[src/rtl/npcnn_feeder.sv]
// Stream source for the npcnn convolution engine: buffers one image and one kernel,
// then on start plays go, image pixels on a, kernel taps on b, and waits for done.
module npcnn_feeder #(
    parameter int AS = 6,
    parameter int BS = 3,
    parameter int AW = 8,
    parameter int BW = 9
) (
    input  logic          clk,
    input  logic          reset,
    input  logic          wr_en,
    input  logic          wr_kern,
    input  logic [5:0]    wr_addr,
    input  logic [BW-1:0] wr_data,
    input  logic          start,
    input  logic          done,
    output logic [AW-1:0] a,
    output logic [BW-1:0] b,
    output logic          go,
    output logic          busy,
    output logic          complete,
    output logic          proto_err,
    output logic [2:0]    dbg_state
);

    localparam int NI   = AS * AS;
    localparam int NK   = BS * BS;
    localparam int NMAX = (NI > NK) ? NI : NK;
    localparam int IW   = $clog2(NMAX);
    localparam int IMW  = $clog2(NI);
    localparam int KMW  = $clog2(NK);
    localparam logic [IW-1:0] IMG_LAST = IW'(NI - 1);
    localparam logic [IW-1:0] KER_LAST = IW'(NK - 1);

    typedef enum logic [2:0] {
        S_IDLE = 3'd0,
        S_LEAD = 3'd1,
        S_IMG  = 3'd2,
        S_KER  = 3'd3,
        S_WAIT = 3'd4
    } state_t;

    state_t        state_q, state_d;
    logic [IW-1:0] idx_q, idx_d, idx_nxt;
    logic [AW-1:0] a_d;
    logic [BW-1:0] b_d;
    logic          go_d, complete_d;
    logic          accept_start, accept_write;

    logic [AW-1:0] img [NI];
    logic [BW-1:0] ker [NK];

    assign dbg_state    = state_q;
    assign accept_start = (state_q == S_IDLE) && start;
    assign accept_write = (state_q == S_IDLE) && wr_en;

    // Host writes land only while idle; out-of-range addresses are dropped.
    always_ff @(posedge clk or posedge reset) begin
        if (reset) begin
            for (int i = 0; i < NI; i++) img[i] <= '0;
            for (int j = 0; j < NK; j++) ker[j] <= '0;
        end else if (accept_write) begin
            if (!wr_kern && (32'(wr_addr) < NI))
                img[wr_addr[IMW-1:0]] <= wr_data[AW-1:0];
            else if (wr_kern && (32'(wr_addr) < NK))
                ker[wr_addr[KMW-1:0]] <= wr_data;
        end
    end

    always_ff @(posedge clk or posedge reset) begin
        if (reset) begin
            state_q  <= S_IDLE;
            idx_q    <= '0;
            a        <= '0;
            b        <= '0;
            go       <= 1'b0;
            busy     <= 1'b0;
            complete <= 1'b0;
        end else begin
            state_q  <= state_d;
            idx_q    <= idx_d;
            a        <= a_d;
            b        <= b_d;
            go       <= go_d;
            busy     <= (state_d != S_IDLE);
            complete <= complete_d;
        end
    end

    // Early done is flagged but never cuts the stream short.
    always_ff @(posedge clk or posedge reset) begin
        if (reset)
            proto_err <= 1'b0;
        else if (accept_start)
            proto_err <= 1'b0;
        else if (done && (state_q == S_LEAD || state_q == S_IMG || state_q == S_KER))
            proto_err <= 1'b1;
    end

    // Output registers are loaded with the value the next state presents.
    always_comb begin
        state_d    = state_q;
        idx_d      = idx_q;
        a_d        = a;
        b_d        = b;
        go_d       = go;
        complete_d = 1'b0;
        idx_nxt    = idx_q + IW'(1);
        case (state_q)
            S_IDLE: begin
                a_d  = '0;
                b_d  = '0;
                go_d = 1'b0;
                if (start) begin
                    state_d = S_LEAD;
                    go_d    = 1'b1;
                end
            end
            S_LEAD: begin
                state_d = S_IMG;
                idx_d   = '0;
                a_d     = img[0];
            end
            S_IMG: begin
                if (idx_q == IMG_LAST) begin
                    state_d = S_KER;
                    idx_d   = '0;
                    b_d     = ker[0];
                end else begin
                    idx_d = idx_nxt;
                    a_d   = img[idx_nxt[IMW-1:0]];
                end
            end
            S_KER: begin
                if (idx_q == KER_LAST) begin
                    state_d = S_WAIT;
                end else begin
                    idx_d = idx_nxt;
                    b_d   = ker[idx_nxt[KMW-1:0]];
                end
            end
            S_WAIT: begin
                if (done) begin
                    state_d    = S_IDLE;
                    a_d        = '0;
                    b_d        = '0;
                    go_d       = 1'b0;
                    complete_d = 1'b1;
                end
            end
            default: begin
                state_d = S_IDLE;
                go_d    = 1'b0;
            end
        endcase
    end

endmodule

[config.mk]
export PLATFORM = sky130hd
export DESIGN_NAME = npcnn_feeder
export DESIGN_NICKNAME = d
export VERILOG_FILES = /design/src/rtl/npcnn_feeder.sv
export SDC_FILE = /design/constraint.sdc
export NUM_CORES = 1
export LEC_CHECK = 0
export CAP_MARGIN = 10
export CORE_UTILIZATION = 65
export CTS_CLUSTER_DIAMETER = 100
export DETAILED_ROUTE_END_ITERATION = 16
export GPL_ROUTABILITY_DRIVEN = 0
export PLACE_DENSITY_LB_ADDON = 0.1
export SYNTH_ARGS = -nofsm -noshare
export SYNTH_HDL_FRONTEND = slang
export SYNTH_SLANG_ARGS = --single-unit
[constraint.sdc]
create_clock -name clk -period 37.9 [get_ports clk]
set_clock_uncertainty 0.15 [all_clocks]
set_input_delay 3.79 -clock clk [delete_from_list [all_inputs] [get_ports clk]]
set_output_delay 3.79 -clock clk [all_outputs]
set_load 0.02 [all_outputs]
==> results of run 1 <==
==> worst max path at each step <==
stage | from | to | slack [ns] | cells after the start
4_1_cts | reset | idx_q[0]$_DFFE_PP0P_ | 31.44 | 4
2_1_floorplan | reset | a[0]$_DFFE_PP0P_ | 22.86 | 1
3_3_place_gp | reset | idx_q[0]$_DFFE_PP0P_ | 30.91 | 4
5_1_grt | reset | img[212]$_DFFE_PP0P_ | 31.09 | 4
3_5_place_dp | reset | idx_q[0]$_DFFE_PP0P_ | 30.87 | 4
6_report | reset | img[212]$_DFFE_PP0P_ | 31.58 | 4
==> routing by layer <==
metal  share of wire, %  wire length [µm]  track usage (%)
met5               0.17                75            1.739
met4                3.3              1458            10.77
met3                6.6              2879            6.844
met2                 48             21110            50.37
met1                 42             18340            44.05
==> kinds of logic after synthesis <==
group	share of synthesized area [%]
AOI/OAI and AO/OA	3.309
xor gates and xnor gates	0.3728
adders and majority gates	0.1332
buffers and inverters	2.350
DFF	53.14
muxes	34.02
and+or+nand+nor	6.679
==> final cells by class <==
type	count	area [µm²]
clock buffer	60	1232
clock inverter	14	225.2
fill	1818	7141
inverter	8	37.54
multi-input combinational	784	8399
sequential	399	9988
tap	378	473.0
timing repair buffer	64	590.6
==> sequential cells by signal, summed over array words and instances (netlist names) <==
name,flops
busy,1
idx_q,6
b,9
proto_err,1
go,1
complete,1
img,288
ker,81
a,8
dbg_state,3
==> through the flow <==
stage               setup WS (ns)  total power, mW  cells  util [%]
floorplan                   22.86           0.7110   1288         -
global placement            30.91           0.8105   1633     69.39
detailed placement          30.87           0.8149   1633     69.39
CTS                         31.44            1.248   1707     74.58
global route                31.09            1.293   1707     74.58
finish                      31.58            1.243   1707     74.58
==> worst register-to-register path, delay by kind of cell (launching register included) <==
| family | cells | cell delay (ns) |
|---|---|---|
| buffers and inverters | 2 | 1.00 |
| multiplexers | 2 | 0.84 |
| adder cells (fa/ha/maj) | 1 | 0.64 |
| flip-flops | 1 | 0.62 |
| AO/OA/AOI/OAI | 2 | 0.29 |
| AND/OR/NAND/NOR | 1 | 0.13 |
==> cell usage in the layout, fill, tap and decap left out, drive strengths merged, types with 3 or more instances in the layout <==
| master | instances |
|---|---|
| nor2 | 48 |
| dfrtp | 399 |
| a221oi | 7 |
| a21oi | 20 |
| buf | 20 |
| or3 | 11 |
| and3 | 10 |
| clkbuf | 60 |
| o2111ai | 7 |
| o21ai | 14 |
| mux2i | 18 |
| inv | 8 |
| a22oi | 8 |
| nand2 | 79 |
| and2 | 4 |
| a222oi | 3 |
| a22o | 3 |
| nand4 | 7 |
| nand3 | 15 |
| xor2 | 4 |
| a31oi | 19 |
| clkinv | 6 |
| clkdlybuf4s50 | 44 |
| nand2b | 6 |
| bufinv | 6 |
| mux4 | 90 |
| xnor2 | 4 |
| mux2 | 369 |
| nor3 | 10 |
==> where the power goes <==
group	switching (mW)	internal (mW)	total, mW
combinational	0.203	0.132	0.336
clock	0.167	0.267	0.433
sequential	0.0254	0.449	0.474
total	0.396	0.848	1.24
==> metrics.md, run 1 <==
| Metric | Value |
|---|---|
| Status | finished clean |
| CTS root buf | clkbuf_16 |
| Worst vdd ir | 43.71 µV |
| Worst Path Max Fanout | 147 |
| Die area | 29,590 µm² |
| Synth cell types | 59 |
| CP bufs+invs | 4 |
| CTS tree | done |
| CP delay by family, top | buffers and inverters |
| Crit Path Class | input pin to async pin |
| Area grow syn2layout | 11.47% |
| GRT Total Usage | 31.84% |
| Initial Util | 66.90% |
| RSZ-0062 raised after global routing | false |
| Number of flops mapped to enable cells by yosys | 0 |
| Post_cts resized | 0 |
| Post-synthesis async set-or-reset flop share | 100.0% |
| Core ar. | 28,090 µm² |
| Die width | 172.0 µm |
| Post-Syn Instances | 1,288 |
| Register-to-Register Setup Slack | 34.10 ns |
| Fin. Hold Viols | 0 |
| RR Startpoint | idx_q[0]$_DFFE_PP0P_ |
| Class of the worst hold path | register to register |
| HP Start | img[263]$_DFFE_PP0P_ |
| CP Cell Sequence | clkdlybuf4s50_1 > inv_8 > buf_4 > buf_4 |
| Share of layout cells above drive strength 1 | 43.57% |
| TritonCTS buffer count | 42 |
| Avg Cell Area, Syn | 14.59 µm² |
| Row Count | 61 |
| Via count | 11.21k |
| Boundary Pins | 45 |
| H-tree depth | 2 |
| First drt pass iteration count | 7 |
| P per Cell Area | 59.36 nW/µm² |
| Worst-Skew Late Latency | 0.53 ns |
| Longest Clk Path Bufs | 3 |
| Post-route clock period utilization | 16.68% |
| Top-area cell type share of the netlist area | 53.14% |
| Initial antenna violation count | 1 |
| Die Ht | 172.0 µm |
| Req. time, crit path | 38.27 ns |
| Sequential area share after synthesis | 53.14% |
| Nets | 1,322 |
| Leak Pwr | 10.12 nW |
| Final WL | 43,870 µm |
| Hold Crit Endpoint | img[263]$_DFFE_PP0P_ |
| TNS Setup | 0 ns |
| Worst Path Arrival | 6.69 ns |
| DR DRC count | 0 |
| Commonest cells post-synth | dfrtp_1, mux2_2, mux4_2 |
| DP Wirelength | 27,140 µm |
| WL per Instance | 25.70 µm |
| Max cap viols | 0 |
| Clock transition at the registers of the reported paths | 0.06 ns |
| Largest net degree at the start of global routing | 148 |
| R2R depth | 8 |
| Max Slew Vio Count | 0 |
| Remaining Overflow, GRT | 0 |
| Post-Syn Area | 18,790 µm² |
| Antenna Nets Post-Route | 0 |
| Top cell by count, worst path | buf_4 |
| Critical Path Start Type | input pin |
| Worst slew pin tran | 1.136 ns |
| Synth warnings | 0 |
| Clock Sinks | 399 |
| Vias/cell | 6.565 |
| Most common cell in the netlist | dfrtp_1 |
| Ys flop type | dfrtp_1 |
| Max stage delay cell, worst path | buf_4 |
| Worst hold slack | 0.3406 ns |
| Post-layout min period | 6.322 ns |
| I/O Buffers | 44 |
| Final setup fails | 0 |
| DR iter-0 viols | 955 |
| Synth area leaders | dfrtp_1, mux2_2, mux4_2, nand2_1, clkbuf_1 |
| Critical path endpoint category | async pin |
| Yosys reg bits | 399 |
| Post-synth top area cell | dfrtp_1 |
| Crit-path max cell delay | 0.82 ns |
| Max Clk Rate | 0.1582 GHz |
| CTS Hold Bufs | 0 |
| WHS Path Cells | 1 |
| First-pass GRT wire length | 70,010 µm |
| Setup Buffers After CTS | 0 |
| Syn nets | 1,311 |
| Worst slew margin | 23.70% |
| Reg-to-reg critical path endpoint | a[1]$_DFFE_PP0P_ |
| Final instance area | 20,950 µm² |
| Number of global-route vias before repair | 11.94k |
| Ant. Diodes | 0 |
| Area after DPL | 19,490 µm² |
No activity file was read; power rests on OpenSTA's default activity.
==> inputs of run 2 (changes only) <==
CORE_UTILIZATION = 56   (was 65)
clock period = 5.2 ns   (was 37.9 ns; I/O delays follow)
==> run 2 against run 1 <==
Sequential share of layout area about the same; power rose to 7.3 times the previous value; non-clock buffer count down 2; count of clock-buffer cells in the layout up 2; worst hold slack worse by 0.16 ns; final cell count up 3.5%; utilization down 11 points; critical path depth up 2; wire length up 0.94%; first-iteration DRC count down 8.7%; critical path type is now register to register; critical endpoint is now b[1]$_DFFE_PP0P_; largest cell class unchanged; largest power group unchanged; highest routed layer is now met4.
==> metrics.md, run 2 (synthesis results as in run 1) <==
| Metric | Value |
|---|---|
| RR Startpoint | idx_q[0]$_DFFE_PP0P_ (unchanged) |
| FILL cells | 2,503 (was 1,818) |
| Row Count | 66 (was 61) |
| Via count | 11.10k (was 11.21k) |
| Die width | 185.2 µm (was 172.0 µm) |
| Worst Path Arrival | 3.87 ns (was 6.69 ns) |
| Longest Clk Path Bufs | 3 (unchanged) |
| Register-to-Register Setup Slack | 1.55 ns (was 34.10 ns) |
| Die Ht | 185.2 µm (was 172.0 µm) |
| Remaining Overflow, GRT | 0 (unchanged) |
| Number of global-route vias before repair | 11.55k (was 11.94k) |
| Req. time, crit path | 5.42 ns (was 38.27 ns) |
| Leak Pwr | 10.10 nW (was 10.12 nW) |
| CTS root buf | clkbuf_16 (unchanged) |
| Max Slew Vio Count | 0 (unchanged) |
| Nets | 1,321 (was 1,322) |
| Fin. Hold Viols | 0 (unchanged) |
| Post-layout min period | 3.649 ns |
| Worst-Skew Late Latency | 0.54 ns (was 0.53 ns) |
| Critical path endpoint category | register (was async pin) |
| Post-route clock period utilization | 70.18% |
| Critical Path Start Type | register (was input pin) |
| R2R depth | 6 (was 8) |
| Largest Register | img (unchanged) |
| Post_cts resized | 0 (unchanged) |
| H-tree depth | 2 (unchanged) |
| Boundary Pins | 45 (unchanged) |
| Cells after DPL | 1,695 (was 1,633) |
| Crit Path Class | register to register (was input pin to async pin) |
| Max Clk Rate | 0.2740 GHz |
| RSZ-0062 raised after global routing | false (unchanged) |
| Die area | 34,290 µm² (was 29,590 µm²) |
| DP Wirelength | 28,230 µm (was 27,140 µm) |
| TritonCTS buffer count | 43 (was 42) |
| Final setup fails | 0 (unchanged) |
| DR iter-0 viols | 872 (was 955) |
| Largest register FFs | 288 (unchanged) |
| Biggest regs | img x288, ker x81, b x9 (unchanged) |
| Worst vdd ir | 308.2 µV (was 43.71 µV) |
| Reg-to-reg critical path endpoint | b[1]$_DFFE_PP0P_ (was a[1]$_DFFE_PP0P_) |
| GRT Total Usage | 27.52% (was 31.84%) |
| Worst slew pin tran | 1.184 ns (was 1.136 ns) |
| Status | finished clean (unchanged) |
| Largest net degree at the start of global routing | 123 (was 148) |
| Ant. Diodes | 0 (unchanged) |
| P per Cell Area | 431.1 nW/µm² (was 59.36 nW/µm²) |
| Most frequent cells in the layout | dfrtp_1, mux2_2, mux4_2 (unchanged) |
| Setup Buffers After CTS | 0 (unchanged) |
| First-pass GRT wire length | 70,380 µm (was 70,010 µm) |
| Initial antenna violation count | 0 (was 1) |
| Clock Sinks | 399 (unchanged) |
| CTS Hold Bufs | 0 (unchanged) |
| Share of layout cells above drive strength 1 | 43.96% (was 43.57%) |
| Worst Path Max Fanout | 21 (was 147) |
| Vias/cell | 6.283 (was 6.565) |
| CTS tree | done (unchanged) |
| Final WL | 44,280 µm (was 43,870 µm) |
| Class of the worst hold path | input pin to async pin (was register to register) |
| Max cap viols | 0 (unchanged) |
| Final cell count without fillers | 1,766 (was 1,707) |
| I/O Buffers | 44 (unchanged) |
| Commonest non-fill, non-tap cell in the layout | dfrtp_1 (unchanged) |
| WL per Instance | 25.07 µm (was 25.70 µm) |
| Antenna Nets Post-Route | 0 (unchanged) |
| DR DRC count | 0 (unchanged) |
| Final core utilization | 63.96% (was 74.58%) |
| First drt pass iteration count | 5 (was 7) |
| Clock transition at the registers of the reported paths | 0.06 ns (about the same) |
| Area grow syn2layout | 11.59% (was 11.47%) |
| Initial Util | 57.32% (was 66.90%) |
| Worst slew margin | 21.02% (was 23.70%) |
| Core ar. | 32,780 µm² (was 28,090 µm²) |
## run 2: changes by cell type in the layout (fill, tap and decap cells not counted), sizes merged
| cell | change |
|---|---|
| clkdlybuf4s50 | -8 |
| clkbuf | +3 |
| buf | +5 |
| bufinv | -2 |
| inv | -1 |
| clkinv | -2 |
## run 2: critical path, stage by stage, from the launching register on
cell	delay [ns]
dfrtp_4	0.66
ha_1	0.57
xor2_2	0.95
nor3_1	0.35
and3_1	0.33
a222oi_1	0.32
a31oi_1	0.13
## run 2: layout make-up
type	count	area [µm²]	area share, %
flip-flops and latches	399	9988	47.64
clock buffers	62	1260	6.009
inverters	8	33.78	0.1611
repair buffers	62	585.6	2.793
well taps	442	553.0	2.638
clock inverters	9	147.6	0.7041
multi-input cells	784	8399	40.06
## run 2: report_power, final
part,switching (mW),internal (mW)
registers,0.194,3.27
clock network,1.19,1.87
logic,1.50,1.01
## run 2: layer usage
layer  global-route usage, %  vias to the layer above  part of all wire, %
met1                   40.18                     5942                   46
met2                   43.08                      278                   47
met5                       0                        -                    0
met3                   3.834                       83                  4.6
met4                   8.298                        0                  2.8
li1                        -                     4793                    -
## run 2: metrics by stage
stage / hold WS (ns) / total power [mW] / setup TNS [ns] / cell area, µm² / setup WS (ns)
after floorplan: 0.3024 / 5.183 / -335.87 / 18790 / -0.8418
after global placement: 0.3131 / 6.000 / 0 / 19560 / 1.593
after detailed placement: 0.3215 / 6.032 / 0 / 19560 / 1.570
after CTS: 0.1735 / 9.109 / 0 / 20970 / 1.548
after global routing: 0.2039 / 9.418 / 0 / 20970 / 1.290
final: 0.1800 / 9.039 / 0 / 20970 / 1.551
## run 2: worst max path at each step
stage	start	cells past startpoint	slack (ns)	end
after global routing	idx_q[0]$_DFFE_PP0P_	6	1.29	b[1]$_DFFE_PP0P_
after detailed placement	idx_q[0]$_DFFE_PP0P_	6	1.57	b[1]$_DFFE_PP0P_
final	idx_q[0]$_DFFE_PP0P_	6	1.55	b[1]$_DFFE_PP0P_
after CTS	idx_q[0]$_DFFE_PP0P_	6	1.55	b[1]$_DFFE_PP0P_
after floorplan	reset	1	-0.84	a[0]$_DFFE_PP0P_
after global placement	idx_q[0]$_DFFE_PP0P_	6	1.59	b[1]$_DFFE_PP0P_
==> inputs of run 3 (changes only) <==
CORE_UTILIZATION = 62   (was 56)
clock period = 3.8 ns   (was 5.2 ns; I/O delays follow)
==> run 3 against run 2 <==
Clock power increased by 39%; power increased by 37%; die area decreased by 9.6%; non-clock buffer count increased by 21; fmax increased by 13%; final area increased by 0.90%; count of clock-buffer cells in the layout increased by 3; via count increased by 1.1%; sequential share of layout area decreased by 0.42 points; critical path type unchanged.
==> metrics.md, run 3 (synthesis results as in run 1) <==
| Metric | Value |
|---|---|
| Initial Util | 63.23% (was 57.32%) |
| I/O Buffers | 44 (unchanged) |
| Worst Path Arrival | 3.46 ns (was 3.87 ns) |
| Final core utilization | 71.19% (was 63.96%) |
| Max stage delay cell, worst path | mux2i_1 (was xor2_2) |
| Post-layout min period | 3.219 ns (was 3.649 ns) |
| Largest register FFs | 288 (unchanged) |
| Crit Path Class | register to register (unchanged) |
| Top cell by count, worst path | buf_4 |
| Remaining Overflow, GRT | 0 (unchanged) |
| CTS tree | done (unchanged) |
| Number of global-route vias before repair | 11.54k (was 11.55k) |
| Clock transition at the registers of the reported paths | 0.06 ns (about the same) |
| Worst vdd ir | 623.9 µV (was 308.2 µV) |
| Crit-path max cell delay | 0.65 ns (was 0.95 ns) |
| First drt pass iteration count | 5 (unchanged) |
| Post-route clock period utilization | 84.72% (was 70.18%) |
| Leak Pwr | 10.24 nW (was 10.10 nW) |
| Critical Path Start Type | register (unchanged) |
| Register-to-Register Setup Slack | 0.58 ns (was 1.55 ns) |
| P per Cell Area | 586.6 nW/µm² (was 431.1 nW/µm²) |
| CTS Hold Bufs | 0 (unchanged) |
| Max Clk Rate | 0.3106 GHz (was 0.2740 GHz) |
| DP Wirelength | 27,560 µm (was 28,230 µm) |
| Final WL | 43,560 µm (was 44,280 µm) |
| Gr busiest metal | met2 (unchanged) |
| Row Count | 63 (was 66) |
| Critical path endpoint category | register (unchanged) |
| Worst hold slack | 0.1917 ns (was 0.1800 ns) |
| Setup Buffers After CTS | 0 (unchanged) |
| First-pass GRT wire length | 69,870 µm (was 70,380 µm) |
| CP bufs+invs | 2 (was 0) |
| Biggest regs | img x288, ker x81, b x9 (unchanged) |
| Multi-input combinational cell area | 8399 µm² (unchanged) |
| Class of the worst hold path | input pin to async pin (unchanged) |
| Antenna Nets Post-Route | 0 (unchanged) |
| Final setup fails | 0 (unchanged) |
| CP Cell Sequence | buf_4 > ha_1 > xor2_2 > buf_4 > mux2i_1 > a221oi_1 > o2111ai_1 > nand3_1 (was ha_1 > xor2_2 > nor3_1 > and3_1 > a222oi_1 > a31oi_1) |
| Met1 usage | 44.23% (was 40.18%) |
| Core ar. | 29,720 µm² (was 32,780 µm²) |
| Reg-to-reg critical path endpoint | a[5]$_DFFE_PP0P_ (was b[1]$_DFFE_PP0P_) |
| Clock Sinks | 399 (unchanged) |
| TritonCTS buffer count | 43 (unchanged) |
| Met2 Usage GRT | 45.98% (was 43.08%) |
| Boundary Pins | 45 (unchanged) |
| RSZ-0062 raised after global routing | false (unchanged) |
| Status | finished clean (unchanged) |
| H-tree depth | 2 (unchanged) |
| GR Util met3 | 4.910% (was 3.834%) |
| FILL cells | 1,965 (was 2,503) |
| Req. time, crit path | 4.05 ns (was 5.42 ns) |
| CP delay by family, top | multiplexers (was XOR/XNOR gates) |
| Post_cts resized | 0 (unchanged) |
| Via count | 11.22k (was 11.10k) |
| Fin. Hold Viols | 0 (unchanged) |
| WL per Instance | 25.01 µm (was 25.07 µm) |
| Worst Path Max Fanout | 25 (was 21) |
| Max Slew Vio Count | 0 (unchanged) |
| R2R depth | 8 (was 6) |
| CTS root buf | clkbuf_16 (unchanged) |
| Die area | 31,010 µm² (was 34,290 µm²) |
| GRT Total Usage | 29.84% (was 27.52%) |
| Worst slew pin tran | 1.074 ns (was 1.184 ns) |
| Initial antenna violation count | 1 (was 0) |
| Commonest non-fill, non-tap cell in the layout | dfrtp_1 (unchanged) |
| Vias/cell | 6.441 (was 6.283) |
| Die width | 176.1 µm (was 185.2 µm) |
| FF/Latch Area | 9988 µm² (unchanged) |
| DR DRC count | 0 (unchanged) |
| Largest Register | img (unchanged) |
| Most frequent cells in the layout | dfrtp_1, mux2_2, mux4_2 (unchanged) |
| Area grow syn2layout | 12.58% (was 11.59%) |
| RR Startpoint | idx_q[0]$_DFFE_PP0P_ (unchanged) |
| Nets | 1,342 (was 1,321) |
| Die Ht | 176.1 µm (was 185.2 µm) |
| DR iter-0 viols | 877 (was 872) |
| Worst slew margin | 28.15% (was 21.02%) |
| Largest net degree at the start of global routing | 94 (was 123) |
| Max cap viols | 0 (unchanged) |
| Longest Clk Path Bufs | 3 (unchanged) |
| Worst-Skew Late Latency | 0.53 ns (was 0.54 ns) |
| Share of layout cells above drive strength 1 | 44.86% (was 43.96%) |
run 3: changes by cell type in the layout (fill, tap and decap cells not counted), sizes merged:
cell	delta
clkdlybuf4s50	+4
diode	+1
bufinv	-1
clkinvlp	+1
clkbuf	+2
clkinv	+3
buf	+18
run 3: per-layer routing:
layer	up-vias	share of wire (%)
met4	0	2.5
met3	85	6.2
met1	5994	44
met2	312	47
li1	4830	-
met5	-	0
run 3: worst max-delay path by stage:
stage / to / depth (start not counted) / slack (ns) / startpoint
global placement: img[235]$_DFFE_PP0P_ / 6 / 0.64 / wr_addr[4]
detailed placement: img[236]$_DFFE_PP0P_ / 6 / 0.63 / wr_addr[3]
global route: a[5]$_DFFE_PP0P_ / 8 / 0.46 / idx_q[0]$_DFFE_PP0P_
CTS: a[5]$_DFFE_PP0P_ / 8 / 0.63 / idx_q[0]$_DFFE_PP0P_
floorplan: a[0]$_DFFE_PP0P_ / 1 / -2.10 / reset
finish: a[5]$_DFFE_PP0P_ / 8 / 0.58 / idx_q[0]$_DFFE_PP0P_
run 3: where the power goes:
group	switching [mW]	leakage [nW]	internal, mW
registers	0.215	5.52	4.48
logic	2.08	4.00	1.40
clock network	1.66	0.715	2.58
total	3.95	10.2	8.46
run 3: stage by stage:
stage	power [mW]	worst slack, ns	TNS [ns]	cell area, µm²	std cells
2_1_floorplan	7.093	-2.102	-838.61	18790	1288
3_3_place_gp	8.189	0.6393	0	19690	1663
3_5_place_dp	8.233	0.6326	0	19690	1663
4_1_cts	12.47	0.6288	0	21150	1740
5_1_grt	12.96	0.4578	0	21150	1741
6_report	12.41	0.5808	0	21160	1742
run 3: cell type report:
cell class / count / area share, %
clock buffer: 65 / 6.198
multi-input combinational: 784 / 39.70
inverter: 8 / 0.1597
timing repair buffer: 83 / 3.726
antenna: 1 / 0.01183
sequential: 399 / 47.21
clock inverter: 12 / 0.6802
tap: 390 / 2.307
run 3: worst reg2reg max path, delay by kind of cell, from the launching register on:
| family | cells | cell delay, ns |
|---|---|---|
| mux | 1 | 0.67 |
| buf+inv | 2 | 0.62 |
| fa+ha+maj | 1 | 0.57 |
| flops | 1 | 0.44 |
| compound gates | 2 | 0.36 |
| xor+xnor | 1 | 0.16 |
| simple gates | 1 | 0.11 |
